### config.mk
export PLATFORM = sky130hd
export DESIGN_NAME = cell_draw_queue
export DESIGN_NICKNAME = d
export VERILOG_FILES = /design/src/rtl/cell_draw_queue_pkg.sv /design/src/rtl/cell_draw_queue_draw_fifo.sv /design/src/rtl/cell_draw_queue.sv
export SDC_FILE = /design/constraint.sdc
export NUM_CORES = 1
export LEC_CHECK = 0
export BUFFER_PORTS_ARGS = -buffer_cell sky130_fd_sc_hd__buf_2
export CORE_MARGIN = 5
export CORE_UTILIZATION = 35
export DETAILED_ROUTE_END_ITERATION = 8
export PLACE_DENSITY_LB_ADDON = 0.12
export SLEW_MARGIN = 30
export SYNTH_ARGS = -nofsm -noshare
export SYNTH_HDL_FRONTEND = slang
export SYNTH_HIERARCHICAL = 1
export SYNTH_SLANG_ARGS = --single-unit
### constraint.sdc
create_clock -name CLOCK_50 -period 3.2 [get_ports CLOCK_50]
set_input_delay 0.64 -clock CLOCK_50 [delete_from_list [all_inputs] [get_ports CLOCK_50]]
set_output_delay 0.64 -clock CLOCK_50 [all_outputs]
set_load 0.02 [all_outputs]
### src/rtl/cell_draw_queue_pkg.sv
// Shared constants, types and coordinate helpers for the cell draw queue.
// Defines the board geometry, the FSM encoding and the queued request layout.
package cell_draw_queue_pkg;

    localparam int CELL_W   = 64;
    localparam int CELL_H   = 24;
    localparam int X_W      = 4;
    localparam int Y_W      = 5;
    localparam int COLOR_W  = 9;
    localparam int PX_W     = 10;
    localparam int PY_W     = 9;
    localparam int DEF_COLS = 10;
    localparam int DEF_ROWS = 20;

    localparam logic [COLOR_W-1:0] DEF_BG_COLOR = '0;

    typedef enum logic [1:0] {
        ST_IDLE  = 2'd0,
        ST_ISSUE = 2'd1,
        ST_WAIT  = 2'd2
    } state_e;

    typedef struct packed {
        logic [X_W-1:0]     x;
        logic [Y_W-1:0]     y;
        logic [COLOR_W-1:0] color;
    } cell_req_t;

    function automatic logic [PX_W-1:0] cell_x0(input logic [X_W-1:0] x);
        return PX_W'(x) * PX_W'(CELL_W);
    endfunction

    // 19 * 24 = 456 is the largest origin, so 9 bits never overflow
    function automatic logic [PY_W-1:0] cell_y0(input logic [Y_W-1:0] y);
        return PY_W'(y) * PY_W'(CELL_H);
    endfunction

endpackage

### src/rtl/cell_draw_queue_draw_fifo.sv
// Synchronous request FIFO with flush and a write port into the newest entry.
// A flush and a push in the same cycle leave exactly the pushed entry queued.
module cell_draw_queue_draw_fifo
    import cell_draw_queue_pkg::*;
#(
    parameter int DEPTH = 8,
    parameter int AW    = $clog2(DEPTH),
    parameter int CW    = $clog2(DEPTH + 1)
) (
    input  logic                   clk_i,
    input  logic                   rst_ni,
    input  logic                   flush_i,
    input  logic                   push_i,
    input  cell_req_t              push_data_i,
    input  logic                   pop_i,
    input  logic                   tail_we_i,
    input  logic [COLOR_W-1:0]     tail_color_i,
    output cell_req_t              head_o,
    output logic [X_W+Y_W-1:0]     tail_xy_o,
    output logic [CW-1:0]          count_o,
    output logic                   full_o,
    output logic                   empty_o
);

    cell_req_t       mem_q [DEPTH];
    logic [AW-1:0]   rptr_q, rptr_d;
    logic [AW-1:0]   wptr_q, wptr_d;
    logic [CW-1:0]   count_q, count_d;
    logic [AW-1:0]   wr_idx;
    logic [AW-1:0]   tail_idx;
    cell_req_t       tail_ent;

    assign tail_idx  = wptr_q - AW'(1);
    assign wr_idx    = flush_i ? '0 : wptr_q;
    assign head_o    = mem_q[rptr_q];
    assign tail_ent  = mem_q[tail_idx];
    assign tail_xy_o = {tail_ent.x, tail_ent.y};
    assign count_o   = count_q;
    assign full_o    = (count_q == CW'(DEPTH));
    assign empty_o   = (count_q == '0);

    always_comb begin
        rptr_d  = rptr_q;
        wptr_d  = wptr_q;
        count_d = count_q;
        if (flush_i) begin
            rptr_d  = '0;
            wptr_d  = push_i ? AW'(1) : '0;
            count_d = push_i ? CW'(1) : '0;
        end else begin
            if (push_i) begin
                wptr_d = wptr_q + AW'(1);
            end
            if (pop_i) begin
                rptr_d = rptr_q + AW'(1);
            end
            case ({push_i, pop_i})
                2'b10:   count_d = count_q + CW'(1);
                2'b01:   count_d = count_q - CW'(1);
                default: count_d = count_q;
            endcase
        end
    end

    always_ff @(posedge clk_i) begin
        if (!rst_ni) begin
            rptr_q  <= '0;
            wptr_q  <= '0;
            count_q <= '0;
        end else begin
            rptr_q  <= rptr_d;
            wptr_q  <= wptr_d;
            count_q <= count_d;
        end
    end

    always_ff @(posedge clk_i) begin
        if (push_i) begin
            mem_q[wr_idx] <= push_data_i;
        end else if (tail_we_i && !flush_i) begin
            mem_q[tail_idx].color <= tail_color_i;
        end
    end

endmodule

### src/rtl/cell_draw_queue.sv
// Queues cell draw requests and sequences the box painter, including board clear sweeps.
// Define DRAW_QUEUE_COALESCE_EN to merge a request into the newest queued entry of the same cell.
module cell_draw_queue
    import cell_draw_queue_pkg::*;
#(
    parameter int                 DEPTH    = 8,
    parameter int                 COLS     = DEF_COLS,
    parameter int                 ROWS     = DEF_ROWS,
    parameter logic [COLOR_W-1:0] BG_COLOR = DEF_BG_COLOR
) (
    input  logic               CLOCK_50,
    input  logic               resetn,
    input  logic               req_valid,
    input  logic [X_W-1:0]     req_x,
    input  logic [Y_W-1:0]     req_y,
    input  logic [COLOR_W-1:0] req_color,
    output logic               req_ready,
    input  logic               clear_req,
    output logic               paint_start,
    output logic [PX_W-1:0]    paint_x0,
    output logic [PY_W-1:0]    paint_y0,
    output logic [COLOR_W-1:0] paint_color,
    input  logic               paint_busy,
    input  logic               paint_done,
    output logic               clearing,
    output logic               err_oob
);

`ifdef DRAW_QUEUE_COALESCE_EN
    localparam bit COALESCE = 1'b1;
`else
    localparam bit COALESCE = 1'b0;
`endif

    localparam int             CW     = $clog2(DEPTH + 1);
    localparam logic [X_W:0]   X_LIM  = (X_W+1)'(COLS);
    localparam logic [Y_W:0]   Y_LIM  = (Y_W+1)'(ROWS);
    localparam logic [X_W-1:0] X_LAST = X_W'(COLS - 1);
    localparam logic [Y_W-1:0] Y_LAST = Y_W'(ROWS - 1);

    state_e             state_q, state_d;
    logic [PX_W-1:0]    x0_q, x0_d;
    logic [PY_W-1:0]    y0_q, y0_d;
    logic [COLOR_W-1:0] color_q, color_d;
    logic [X_W-1:0]     cx_q, cx_d;
    logic [Y_W-1:0]     cy_q, cy_d;
    logic               clearing_q, clearing_d;
    logic               sweep_q, sweep_d;
    logic               err_q, err_d;

    cell_req_t          head;
    cell_req_t          push_data;
    logic [X_W+Y_W-1:0] tail_xy;
    logic [CW-1:0]      fifo_count;
    logic               fifo_full;
    logic               fifo_empty;
    logic               push;
    logic               pop;
    logic               tail_we;
    logic               in_range;
    logic               coal_hit;

    assign in_range = ({1'b0, req_x} < X_LIM) && ({1'b0, req_y} < Y_LIM);

    // An entry being popped this cycle is already owned by the painter
    assign coal_hit = COALESCE && !fifo_empty && !clear_req
                      && (tail_xy == {req_x, req_y})
                      && !(pop && fifo_count == CW'(1));

    assign req_ready = !fifo_full || coal_hit;
    assign push      = req_valid && in_range && !fifo_full && !coal_hit;
    assign tail_we   = req_valid && in_range && coal_hit;
    assign err_d     = req_valid && !in_range;

    assign push_data = '{x: req_x, y: req_y, color: req_color};

    cell_draw_queue_draw_fifo #(
        .DEPTH (DEPTH)
    ) u_fifo (
        .clk_i        (CLOCK_50),
        .rst_ni       (resetn),
        .flush_i      (clear_req),
        .push_i       (push),
        .push_data_i  (push_data),
        .pop_i        (pop),
        .tail_we_i    (tail_we),
        .tail_color_i (req_color),
        .head_o       (head),
        .tail_xy_o    (tail_xy),
        .count_o      (fifo_count),
        .full_o       (fifo_full),
        .empty_o      (fifo_empty)
    );

    always_comb begin
        state_d    = state_q;
        x0_d       = x0_q;
        y0_d       = y0_q;
        color_d    = color_q;
        cx_d       = cx_q;
        cy_d       = cy_q;
        clearing_d = clearing_q;
        sweep_d    = sweep_q;
        pop        = 1'b0;

        unique case (state_q)
            ST_IDLE: begin
                if (!paint_busy && !clear_req) begin
                    if (clearing_q) begin
                        state_d = ST_ISSUE;
                        x0_d    = cell_x0(cx_q);
                        y0_d    = cell_y0(cy_q);
                        color_d = BG_COLOR;
                        sweep_d = 1'b1;
                    end else if (!fifo_empty) begin
                        state_d = ST_ISSUE;
                        x0_d    = cell_x0(head.x);
                        y0_d    = cell_y0(head.y);
                        color_d = head.color;
                        sweep_d = 1'b0;
                        pop     = 1'b1;
                    end
                end
            end
            ST_ISSUE: begin
                state_d = ST_WAIT;
            end
            ST_WAIT: begin
                if (paint_done) begin
                    state_d = ST_IDLE;
                    if (sweep_q) begin
                        sweep_d = 1'b0;
                        if (cx_q == X_LAST) begin
                            cx_d = '0;
                            if (cy_q == Y_LAST) begin
                                cy_d       = '0;
                                clearing_d = 1'b0;
                            end else begin
                                cy_d = cy_q + Y_W'(1);
                            end
                        end else begin
                            cx_d = cx_q + X_W'(1);
                        end
                    end
                end
            end
            default: begin
                state_d = ST_IDLE;
            end
        endcase

        // A new clear wins over any sweep progress, including a done this cycle
        if (clear_req) begin
            clearing_d = 1'b1;
            cx_d       = '0;
            cy_d       = '0;
            sweep_d    = 1'b0;
        end
    end

    always_ff @(posedge CLOCK_50) begin
        if (!resetn) begin
            state_q    <= ST_IDLE;
            x0_q       <= '0;
            y0_q       <= '0;
            color_q    <= '0;
            cx_q       <= '0;
            cy_q       <= '0;
            clearing_q <= 1'b0;
            sweep_q    <= 1'b0;
            err_q      <= 1'b0;
        end else begin
            state_q    <= state_d;
            x0_q       <= x0_d;
            y0_q       <= y0_d;
            color_q    <= color_d;
            cx_q       <= cx_d;
            cy_q       <= cy_d;
            clearing_q <= clearing_d;
            sweep_q    <= sweep_d;
            err_q      <= err_d;
        end
    end

    assign paint_start = (state_q == ST_ISSUE);
    assign paint_x0    = x0_q;
    assign paint_y0    = y0_q;
    assign paint_color = color_q;
    assign clearing    = clearing_q;
    assign err_oob     = err_q;

endmodule
=== Word level (Yosys, flattened, before mapping) ===
Memory sizes are Yosys's and may differ from the RTL's. A register that Yosys moved wholly into a read port is not among the register bits.
Index checks and enable logic that the tools add are counted.

* Register bits: 52
* Latch bits: 0
* RAM bits: 144
* Bits in read-only memories: 0
* Memories: 1

* Add/subtract/negate cells: 6
* Multipliers: 2
* Divide/modulo/power cells: 0
* Order comparisons: 2
* Equality and inequality tests: 11
* Shifts and indexed selects: 0
* Multiplexer cells: 39
* Bitwise logic cells: 1
* Reduce and logical (&&, ||, !) cells: 26

{| class="wikitable"
|+ Memory list
! name !! depth !! bits a word !! rd ports !! clocked after Yosys merged registers in !! wr ports !! line !! text
|-
| u_fifo.mem_q || 8 || 18 || 1 || 1 || 1 || cell_draw_queue_draw_fifo.sv:25 || <nowiki>cell_req_t mem_q [DEPTH];</nowiki>
|}

{| class="wikitable"
|+ Operators by type and width
! kind !! count
|-
| 9-bit two-way mux || 4
|-
| 10-bit two-way mux || 2
|-
| 1-bit two-way mux || 18
|-
| 3-bit two-way mux || 5
|-
| 2-bit nonzero test || 7
|-
| 5-bit by 2-bit multiplier with 6-bit output (second input constant) || 2
|-
| 3-bit AND reduction || 3
|-
| 4-bit by 1-bit adder with 4-bit output (second input constant) || 2
|-
| 4-bit equality test (second input constant) || 2
|-
| 2-bit two-way mux || 4
|-
| 4-bit two-way mux || 2
|-
| 4-bit one-hot mux with 2 select lines || 1
|-
| 4-bit AND reduction || 2
|-
| 3-bit by 1-bit adder with 3-bit output (second input constant) || 2
|-
| 2-bit inequality test (second input constant) || 3
|-
| 2-bit one-hot mux with 3 select lines || 1
|-
| 5-bit by 1-bit adder with 5-bit output (second input constant) || 1
|-
| 5-bit equality test (second input constant) || 1
|-
| 1-bit logical AND || 5
|-
| 5-bit < comparator (second input constant) || 1
|-
| 5-bit two-way mux || 1
|-
| 5-bit AND reduction || 1
|-
| 2-bit by 1-bit equality test with 1-bit output (second input constant) || 2
|-
| 2-bit equality test (second input constant) || 2
|-
| 10 further kinds || 13
|}

=== Depth between registers and ports, before layout ===
* Depth after elaboration: 8
* Depth in mapped cells: 13
* Mapped depth without buffers: 10

=== Cells and area by module ===
The synthesis kept the hierarchy.

{| class="wikitable"
|+ By module, submodules not included
! module !! times used !! cells an instance !! area each (µm²) !! seq. area each (µm²)
|-
| cell_draw_queue_draw_fifo || 1 || 372 || 7089.3 || 4584.4
|-
| cell_draw_queue || 1 || 201 || 1780.5 || 660.6
|}

=== Least setup slack after synthesis ===
No wires, ideal clock.

* Path type: input-to-reg
* Start: input port clear_req
* End: register u_fifo.count_q[3], in the netlist u_fifo/count_o[3]
* Setup time: 71 ps
* Arrival: 2909 ps
* Data required time: 3129 ps
* Slack: 220 ps
* Cell stages on the path: 11
* Cell sequence: or4_1 buf_2 nor3_4 buf_2 nand2b_1 inv_1 ha_1 a31oi_1 nor2_1 or3_1 a21oi_1

* Word-level cells in the longest chain between the ends: 7

{| class="wikitable"
|+ RTL lines
! element !! line !! text
|-
| start: declaration || cell_draw_queue.sv:18 || <nowiki>input logic clear_req,</nowiki>
|-
| 1-bit zero test * || - ||
|-
| 1-bit logical AND * || cell_draw_queue.sv:108 || <nowiki>if (!paint_busy && !clear_req) begin</nowiki>
|-
| 1-bit two-way mux * || cell_draw_queue.sv:108 ||
|-
| 1-bit two-way mux * || cell_draw_queue.sv:106 || <nowiki>unique case (state_q)</nowiki>
|-
| net pop || cell_draw_queue.sv:58 || <nowiki>logic pop;</nowiki>
|-
| 2-bit by 1-bit equality test with 1-bit output / 2-bit equality test (equally long branches) || cell_draw_queue_draw_fifo.sv:57 || <nowiki>case ({push_i, pop_i})</nowiki>
|-
| 4-bit one-hot mux with 2 select lines || cell_draw_queue_draw_fifo.sv:57 ||
|-
| 4-bit two-way mux || cell_draw_queue_draw_fifo.sv:46 || <nowiki>if (flush_i) begin</nowiki>
|-
| end signal: assignment || cell_draw_queue_draw_fifo.sv:73 || <nowiki>count_q <= count_d;</nowiki>
|-
| end: declaration || cell_draw_queue_draw_fifo.sv:28 || <nowiki>logic [CW-1:0] count_q, count_d;</nowiki>
|}

Mark *: on every way through the listed nets, which the timed path passes. The rest lies on a longest branch.
A chain may end at the register's enable or synchronous reset.

==> results.cfg <==
[status]
status = complete, no violations

[timing]
slew_headroom_pct = 20.9
slew_viol_final = 0
finalSetupViolations = 0
tightest_slew_ns = 1.19
hold_viol = 0
finalSetupTns_ns = 0
post-route-period-util_pct = 80.6
period_minus_slack_ns = 2.58
fmax_ghz = 0.388
clock_skew_ns = 0.0159
rsz0062_at_grt = false

[worst_hold_path]
min_path_cells = 2
hp-class = in2reg
hold_path_end = err_oob$_SDFF_PN0_
min_from = req_valid

[critical_path]
path_class = reg2reg
r2r_slack_ns = 0.62
cp_max_fo = 25
r2r_end = paint_y0[7]$_SDFFE_PN0P_
worstPathRequired_ns = 3.56
rr_worst_depth = 9
worstPathArrival_ns = 2.94
start_kind = flop
cp-end-kind = flop

[global_routing]
grt_overflow = 0
antenna_found_initial = 0
grt_pass1_vias = 4861
grt_pass1_wl_mm = 27.3
grt.total_usage_pct = 13.5
grt_max_degree = 26

[finish]
layout_common_cells = edfxtp_1 (144), buf_2 (46), dfxtp_1 (44), nor2_1 (33), buf_4 (31)
drive_above_1_share_pct = 25.8
design_area_sq_mm = 0.00958
postLayoutCoreUtil_pct = 40.8
antenna_cells = 0
final_common_cell = edfxtp_1
area_delta_synth_final_pct = 15.0
nNetsFinal = 654

[route]
drtPass1Iterations = 4
post_drt_wl_per_cell_microns = 18.5
vias = 4603
routed_via_density = 4.87
ant_nets = 0
drt_first_iter_violations = 273
routed_wl_mm = 17.5
drc = 0

[yosys]
yosysWarnings = 6
syn_area_sq_mm = 0.00833
synth_area_per_cell_sq_um = 15.3
synth_cells = 543

[power_and_ir_drop]
peakVddDrop_mv = 0.291
powerDensity_mw_per_mm2 = 538
power_leakage_uw = 0.00339

[clock_tree]
cts.clk_slew.worst_paths_ns = 0.08
clock_sinks = 190
holdBufCountCts = 0
max-clock-path-buffers = 2
numCtsBuffers = 17
cts_setup_buffers = 0
cts_root_buffer = clkbuf_16
clk_latency_ns = 0.43
h-tree-depth = 4
cts_tree = done
cts.repair.resized = 0

[flow_run]
maxCapViolCount = 0

[placed_design]
gp_congestion = 0.767
hpwlAfterDp_mm = 11.3
port_buffers = 46
postPlaceCellArea_sq_mm = 0.00898

[floorplan]
start_util_pct = 35.5
die_width_microns = 164
io_pins = 56
dieArea_sq_mm = 0.0270
core-area_sq_mm = 0.0235
die_h_microns = 164
fp-row-count = 56
[cell type report]
cell class,count,area (sq um)
clock buffer,17,425
clock inverter,15,170
fill,2169,13900
inverter,15,56.3
multi-input combinational,312,2800
sequential,190,5250
tap,319,399
timing repair buffer,78,483
[state kept, by name, summed over array words and instances, names as in the netlist, named ones only]
register,count
clearing,1
cx_q,4
cy_q,5
err_oob,1
paint_color,9
paint_x0,4
paint_y0,6
state_q,2
sweep_q,1
u_fifo/count_o,4
u_fifo/mem_q,144
u_fifo/rptr_q,3
u_fifo/wptr_q,3
[how the worst max path moves through the flow]
| stage | end | depth (start not counted) |
|---|---|---|
| 2_1_floorplan | u_fifo/count_o[3]$_SDFFE_PN0P_ | 11 |
| 3_3_place_gp | u_fifo/count_o[3]$_SDFFE_PN0P_ | 10 |
| 3_5_place_dp | u_fifo/count_o[3]$_SDFFE_PN0P_ | 11 |
| 4_1_cts | paint_y0[8]$_SDFFE_PN0P_ | 11 |
| 5_1_grt | paint_y0[8]$_SDFFE_PN0P_ | 11 |
| 6_report | paint_y0[7]$_SDFFE_PN0P_ | 9 |
[worst max-delay path, stage by stage, from the launching register on]
cell     delay, ns
dfxtp_2       0.34
buf_12        0.21
mux4_1        0.59
mux2_2        0.34
ha_1          0.29
a21o_1        0.16
a21oi_1       0.18
xnor2_1       0.16
nand2_1       0.07
a31oi_1       0.16
[layer usage]
layer  global-route usage [%]  wire [microns]  vias up
met1                     18.6            7850     2287
met2                     21.9            8400      110
met3                     2.91            1100       12
li1                         -               -     2194
met5                        0               0        -
met4                     3.62             131        0
[stage by stage]
stage | setup slack (ns) | hold slack, ns | total power, uW | cells
2_1_floorplan | 0.220 | 0.465 | 2990 | 555
3_3_place_gp | 0.309 | 0.476 | 3080 | 914
3_5_place_dp | 0.267 | 0.484 | 3090 | 914
4_1_cts | 0.586 | 0.447 | 5210 | 946
5_1_grt | 0.385 | 0.465 | 5350 | 946
6_report | 0.620 | 0.469 | 5150 | 946
[where the power goes]
| group | internal [uW] | leakage [uW] | switching [uW] |
|---|---|---|---|
| Clock | 1110 | 0.000284 | 1010 |
| Sequential | 2710 | 0.00168 | 16.5 |
| Combinational | 118 | 0.00143 | 190 |
| Total | 3940 | 0.00339 | 1220 |
(Power assumes the default switching activity.)
